<file path="config.mk">
export PLATFORM = sky130hd
export DESIGN_NAME = wb_stage
export DESIGN_NICKNAME = d
export VERILOG_FILES = /design/src/rtl/wb_stage.sv
export SDC_FILE = /design/constraint.sdc
export NUM_CORES = 2
export LEC_CHECK = 0
export CORE_MARGIN = 4
export CORE_UTILIZATION = 51
export CTS_CLUSTER_SIZE = 30
export DETAILED_ROUTE_END_ITERATION = 7
export HOLD_SLACK_MARGIN = 0.02
export PLACE_DENSITY = 0.69
export SYNTH_ARGS = -nofsm -noshare
export SYNTH_HDL_FRONTEND = slang
export SYNTH_SLANG_ARGS = --single-unit
</file>
<file path="constraint.sdc">
create_clock -name cpu_clk_50M -period 4.52 [get_ports cpu_clk_50M]
set_input_delay 1.13 -clock cpu_clk_50M [delete_from_list [all_inputs] [get_ports cpu_clk_50M]]
set_output_delay 1.13 -clock cpu_clk_50M [all_outputs]
set_load 0.02 [all_outputs]
</file>
<file path="src/rtl/wb_stage.sv">
// MiniMIPS32 write-back stage: load extraction/extension, 32x32 GPR file and HI/LO
// pair with same-cycle write-through bypass to the ID and EXE readers.
module wb_stage (
  input  logic        cpu_clk_50M,
  input  logic        cpu_rst_n,
  input  logic [7:0]  wb_aluop,
  input  logic [4:0]  wb_wa,
  input  logic        wb_wreg,
  input  logic        wb_whilo,
  input  logic        wb_mreg,
  input  logic [31:0] wb_dreg,
  input  logic [63:0] wb_dhilo,
  input  logic [3:0]  wb_dre,
  input  logic [31:0] dm_rdata,
  input  logic        re1,
  input  logic [4:0]  ra1,
  input  logic        re2,
  input  logic [4:0]  ra2,
  output logic [31:0] rd1,
  output logic [31:0] rd2,
  output logic [31:0] hi_o,
  output logic [31:0] lo_o,
  output logic [31:0] wb_wd
);

  localparam logic [7:0]  MINIMIPS32_LB  = 8'h90;
  localparam logic [7:0]  MINIMIPS32_LBU = 8'h91;
  localparam logic [7:0]  MINIMIPS32_LH  = 8'h92;
  localparam logic [7:0]  MINIMIPS32_LHU = 8'h93;
  localparam logic [7:0]  MINIMIPS32_LW  = 8'h94;
  localparam logic        RST_ENABLE     = 1'b0;
  localparam logic [31:0] ZERO_WORD      = 32'h0000_0000;

  logic [31:0] regs [0:31];
  logic [31:0] hi;
  logic [31:0] lo;
  logic        in_rst;

  function automatic logic [31:0] ext_byte(input logic [7:0] b, input logic sgn);
    logic signed [7:0]  sb;
    logic signed [31:0] sw;
    sb = b;
    sw = sb;
    return sgn ? sw : {24'd0, b};
  endfunction

  function automatic logic [31:0] ext_half(input logic [15:0] h, input logic sgn);
    logic signed [15:0] sh;
    logic signed [31:0] sw;
    sh = h;
    sw = sh;
    return sgn ? sw : {16'd0, h};
  endfunction

  // Byte lanes sign-extend only for LB/LH; every other opcode zero-extends.
  function automatic logic [31:0] load_extract(input logic [7:0] op, input logic [3:0] dre,
                                               input logic [31:0] word);
    logic sb;
    logic sh;
    sb = (op == MINIMIPS32_LB);
    sh = (op == MINIMIPS32_LH);
    case (dre)
      4'b0001: return ext_byte(word[7:0], sb);
      4'b0010: return ext_byte(word[15:8], sb);
      4'b0100: return ext_byte(word[23:16], sb);
      4'b1000: return ext_byte(word[31:24], sb);
      4'b0011: return ext_half(word[15:0], sh);
      4'b1100: return ext_half(word[31:16], sh);
      4'b1111: return word;
      default: return ZERO_WORD;
    endcase
  endfunction

  assign in_rst = (cpu_rst_n == RST_ENABLE);
  assign wb_wd  = wb_mreg ? load_extract(wb_aluop, wb_dre, dm_rdata) : wb_dreg;

  // Architectural state: reset wins over any write presented in the same cycle.
  always_ff @(posedge cpu_clk_50M) begin
    if (in_rst) begin
      for (int i = 0; i < 32; i++) regs[i] <= ZERO_WORD;
      hi <= ZERO_WORD;
      lo <= ZERO_WORD;
    end else begin
      if (wb_wreg && (wb_wa != 5'd0)) regs[wb_wa] <= wb_wd;
      if (wb_whilo) begin
        hi <= wb_dhilo[63:32];
        lo <= wb_dhilo[31:0];
      end
    end
  end

  always_comb begin
    rd1 = ZERO_WORD;
    if (!in_rst && re1 && (ra1 != 5'd0)) begin
      if (wb_wreg && (wb_wa == ra1)) rd1 = wb_wd;
      else                           rd1 = regs[ra1];
    end
  end

  always_comb begin
    rd2 = ZERO_WORD;
    if (!in_rst && re2 && (ra2 != 5'd0)) begin
      if (wb_wreg && (wb_wa == ra2)) rd2 = wb_wd;
      else                           rd2 = regs[ra2];
    end
  end

  always_comb begin
    hi_o = ZERO_WORD;
    lo_o = ZERO_WORD;
    if (!in_rst) begin
      hi_o = wb_whilo ? wb_dhilo[63:32] : hi;
      lo_o = wb_whilo ? wb_dhilo[31:0]  : lo;
    end
  end

endmodule

</file>
# --- Word level (Yosys, flattened, before mapping) ---
# Memory sizes are Yosys's and may differ from the RTL's.
# Index checks and enable logic that the tools add are counted.
op_classes:
  reduce_logical: 11
  muxes: 23
  n_eq_ne: 11
ops:
  columns: ["op", "count"]
  rows:
  - ["2-to-1 mux 32 bit", 16]
  - ["one-hot mux 32 bit (7 select lines)", 1]
  - ["OR reduction 32 bit", 1]
  - ["equality test 8 bit (second input constant)", 2]
  - ["nonzero test 5 bit", 3]
  - ["equality test 4 bit (second input constant)", 3]
  - ["equality test 5 bit", 2]
  - ["equality test 4 x 2 -> 1 bit (second input constant)", 2]
  - ["logical AND 1 bit", 7]
  - ["2-to-1 mux 1 bit", 5]
  - ["2-to-1 mux 5 bit", 1]
  - ["equality test 4 x 1 -> 1 bit (second input constant)", 1]
  - ["equality test 4 x 3 -> 1 bit (second input constant)", 1]
word_totals:
  memories: 1
  regBits: 64
  output_inout_bits: 160
  input_bits: 162
  ram_bits: 1024
  wordCells: 48
memory_table:
  columns: ["name", "words", "width", "read_ports", "rd_clocked_by_memory_dff", "wr", "line", "text"]
  rows:
  - ["regs", 32, 32, 2, 0, 32, "34", "logic [31:0] regs [0:31];"]

# --- Longest topological paths before layout ---
logic_depth:
  depth_word: 7
  mapped_depth: 10
  depth_no_buf: 6

# --- Least setup slack after synthesis ---
# OpenSTA, ideal clock, no wires.
synth_timing:
  path_kind: "input to output"
  startpoint: "input port wb_aluop[6]"
  endpoint: "output port rd1[18]"
  t_required_ps: 3390
  path_buffers: 1
  stages: 7
  slack_ps: 281
  arrival_time_ps: 3109
  path_cell_list: "nand4bb_1 nor4_1 o311ai_4 buf_6 nand2_1 nor2_1 nor4_1"
synth_between:
  elab_chain_cells: 6
  word_cells_on_any_way: 12
  cone_classes: "eq/ne: 2; mux: 10"
synth_lines:
  columns: ["element", "line", "text"]
  rows:
  - ["start, declared", "6", "input logic [7:0] wb_aluop,"]
  - ["equality test 8 bit, on equally long branches", "61, 60", null]
  - ["2-to-1 mux 32 bit, on equally long branches", "52, 44", null]
  - ["one-hot mux 32 bit (7 select lines) *", "62", "case (dre)"]
  - ["2-to-1 mux 32 bit *", "75", "assign wb_wd = wb_mreg ? load_extract(wb_aluop, wb_dre, dm_rdata) : wb_dreg;"]
  - ["2-to-1 mux 32 bit *", "95", "if (wb_wreg && (wb_wa == ra1)) rd1 = wb_wd;"]
  - ["2-to-1 mux 32 bit *", "94", "if (!in_rst && re1 && (ra1 != 5'd0)) begin"]
  - ["end, declared", "19", "output logic [31:0] rd1,"]
# Every way passes the cells marked *; elsewhere a longest branch is shown, timed or not.

# --- Final worst setup path ---
layout_timing:
  startpoint: "input port wb_wa[1]"
  endpoint: "output port rd1[25]"
layout_between:
  elab_chain_cells: 4
layout_lines:
  columns: ["element", "line", "text"]
  rows:
  - ["start, declared", "7", "input logic [4:0] wb_wa,"]
  - ["equality test 5 bit", "95", null]
  - ["logical AND 1 bit", "95", null]
  - ["2-to-1 mux 32 bit", "95", null]
  - ["2-to-1 mux 32 bit", "94", null]
# No other way between the ends.

==> results.md <==
- Sequential fraction of the synthesis area: 57.27%
- Synth Warn #: 0
- Net Switching: 6419 uW
- Max-slew violations: 0
- Io pins: 322
- Power share of the clock group: 36.7%
- Status: finished with violations
- Min cycle time layout: 4549 ps
- Core area: 108900 um^2
- Starting DRT DRC Count: 6750
- Initial antenna violation count: 10
- TritonCTS Sinks: 1088
- CTS Buf Count: 112
- Fin. Hold Viols: 0
- Critical Path End Type: output pin
- Global Route Usage Sum: 34.47%
- Clock Pin Slew Worst Setup and Hold Paths: 60 ps
- Slew Limit Headroom: 46.87%
- Critical Path Fanout Max: 7
- Sw Ratio: 25.61%
- DRT Pass-1 Iters: 8
- Internal: 18640 uW
- Fmax: 0.2198 GHz
- Final setup margin: -28.84 ps
- Tcrit/Tclk final: 100.6%
- First-pass GRT wire length: 286700 um
- Routability Congestion: 0.9650
- Number of synthesized register bits: 1088
- Drt total wl: 201100 um
- CTS max path bufs: 3
- Post-Syn Instances: 3957
- Root buffer cell: clkbuf_16
- Via count: 41720
- Max Cap Violations: 0
- TritonCTS clock tree: yes
- Post-synth EDFFs: 1024
- IO buf count: 321
- Htree depth: 3
- Cts hold-fix bufs: 0
- Worst path arrival time: 3420 ps
- Syn-to-layout area delta: 24.75%
- Die Area: 115000 um^2
- Static leakage power: 0.02457 uW
- Post-route antenna net violation count: 0
- Share of post-route cells with drive strength above 1: 33.92%
- Die width: 339.2 um
- Starting density of the core: 51.38%
- WHS: 509.4 ps
- Post-Place Setup Slack: -1057 ps
- Global route total overflow: 0
- Residual DRC: 0
- Final setup violation count: 7
- WS Path Type: input pin to output pin
- Wire length per cell: 32.75 um
- Post-synth cell types: 64
- Hold crit path type: register to register
- Site Rows: 121
- Max IR drop VDD: 341.1 uV
- Unrepaired setup endpoints after global routing: true
- Failing checks: setup timing
- Worst Max-Slew Pin Slew: 796.9 ps
- Clk_lat worst skew: 710 ps
- Post-DR vias/cell: 6.794
- Synthesized cell area: 55930 um^2
- Detail Placement HPWL: 130600 um
- Combinational power share: 16.1%
- Worst path required time: 3390 ps
- Skew final: 0 ps
- Layout Nets: 4788
- Flop pwr share: 47.2%
- Die height: 339.2 um
- Pin count of the biggest net entering global routing: 50
- Startpoint types: input pin
- Main synth FF type: edfxtp_1
- Average cell area after synthesis: 14.13 um^2
- Vias in the first global route: 41730
- Async S/R FF share, synth: 0%
- Pwr dens: 359.2 nW/um^2
==> layout by cell type (no fill, tap or decap), types with 29 or more instances in the layout <==
cell / n
buf_2: 35
a21oi_1: 37
a22oi_1: 79
edfxtp_1: 1024
clkdlybuf4s50_1: 200
buf_6: 36
mux2i_1: 103
conb_1: 32
nand2_2: 54
nor2_1: 1077
buf_12: 115
dfxtp_1: 64
nand2_1: 114
clkbuf_16: 118
dlygate4sd2_1: 36
clkinv_1: 29
buf_4: 460
mux4_2: 558
o22ai_1: 72
==> area by class of cell <==
type / instances / area (um^2)
clock inverter: 63 / 539.3
clock buffer: 145 / 3033
fill: 7774 / 39080
sequential: 1088 / 32030
antenna: 6 / 15.01
timing repair buffer: 935 / 9485
inverter: 36 / 138.9
tap: 1414 / 1769
multi-input combinational: 2453 / 22760
==> registers in the layout, summed over array words and instances (netlist names) <==
signal,count
regs,1024
hi,32
lo,32
==> metal layers <==
layer  GRT usage, %  up-vias  wire length [um]
met2          52.81     3716             90860
met3          11.97      756             31550
met1          43.85    20740             66320
met5              0        -                64
li1               -    16490                 -
met4          17.83       10             12310
==> worst paths after layout <==
check,depth (start not counted),from,slack [ps],to
max,11,wb_wa[1],-30,rd1[25]
min,2,lo[21]$_DFF_P_,510,lo[21]$_DFF_P_
max reg2reg,2,hi[2]$_DFF_P_,3850,hi[2]$_DFF_P_
min reg2reg,2,lo[21]$_DFF_P_,510,lo[21]$_DFF_P_
==> Yosys cell counts, types with 7 or more instances <==
master / number / area, um^2
nor2_1: 1092 / 4099
edfxtp_1: 1024 / 30750
mux4_2: 558 / 12570
buf_2: 170 / 850.8
nand2_1: 170 / 638.1
clkbuf_1: 167 / 626.9
mux2i_1: 105 / 1051
a22oi_1: 87 / 653.1
o22ai_1: 85 / 531.8
dfxtp_1: 64 / 1281
a21oi_1: 52 / 260.3
buf_4: 37 / 277.8
a211oi_1: 32 / 240.2
nor3_1: 31 / 155.2
inv_1: 29 / 108.9
nor2b_1: 27 / 168.9
o21ai_0: 22 / 110.1
buf_1: 18 / 67.56
buf_6: 18 / 202.7
nor4_1: 16 / 100.1
and3_1: 15 / 93.84
nand3b_1: 14 / 105.1
a21oi_2: 11 / 96.34
nand3_1: 10 / 50.05
a221oi_1: 9 / 78.83
xor2_1: 8 / 70.07
inv_2: 7 / 26.28
==> power groups by stage <==
stage                     clock network, uW  logic [uW]  registers (uW)
after floorplan                           0        2070           11900
after global placement                    0        3740           12000
after detailed placement                  0        3760           12000
after CTS                              9220        3870           11800
after global routing                   9650        4140           11900
final                                  9200        4040           11800
==> timing repair <==
item | 4_1_cts | 5_1_grt
buffers inserted | 30 | 22
endpoints found under the setup margin | 96 | 77
gates cloned | 7 | 2
pin swaps | 35 | 21
gates resized for setup | 424 | 108
==> metrics by stage <==
step                setup TNS [ps]  power (uW)  area (um^2)  util, %  cells
global placement            -61510       15700        64790    59.52   5868
floorplan                        0       13990        56050        -   3988
finish                      -109.6       25060        69780    64.10   6140
global route                -242.4       25660        69760    64.09   6135
detailed placement          -62900       15780        64790    59.52   5868
CTS                              0       24900        69240    63.60   6112
==> cell families after synthesis <==
kind of cell	count (synthesis)	share of synthesized area, %
simple gates	1412	10.15
mux	663	24.35
other cells	1	0.006705
compound gates	336	4.181
xor+xnor	10	0.1566
buf+inv	447	3.890
flops	1088	57.27
==> worst max-delay path: stages <==
cell	delay, ps
dlygate4sd2_1	270
xor2_1	170
buf_4	170
nor4_4	320
buf_4	210
and3_4	220
buf_8	150
buf_4	170
o21ai_0	140
a21oi_2	280
buf_4	190
No activity file was read; power rests on OpenSTA's default activity.
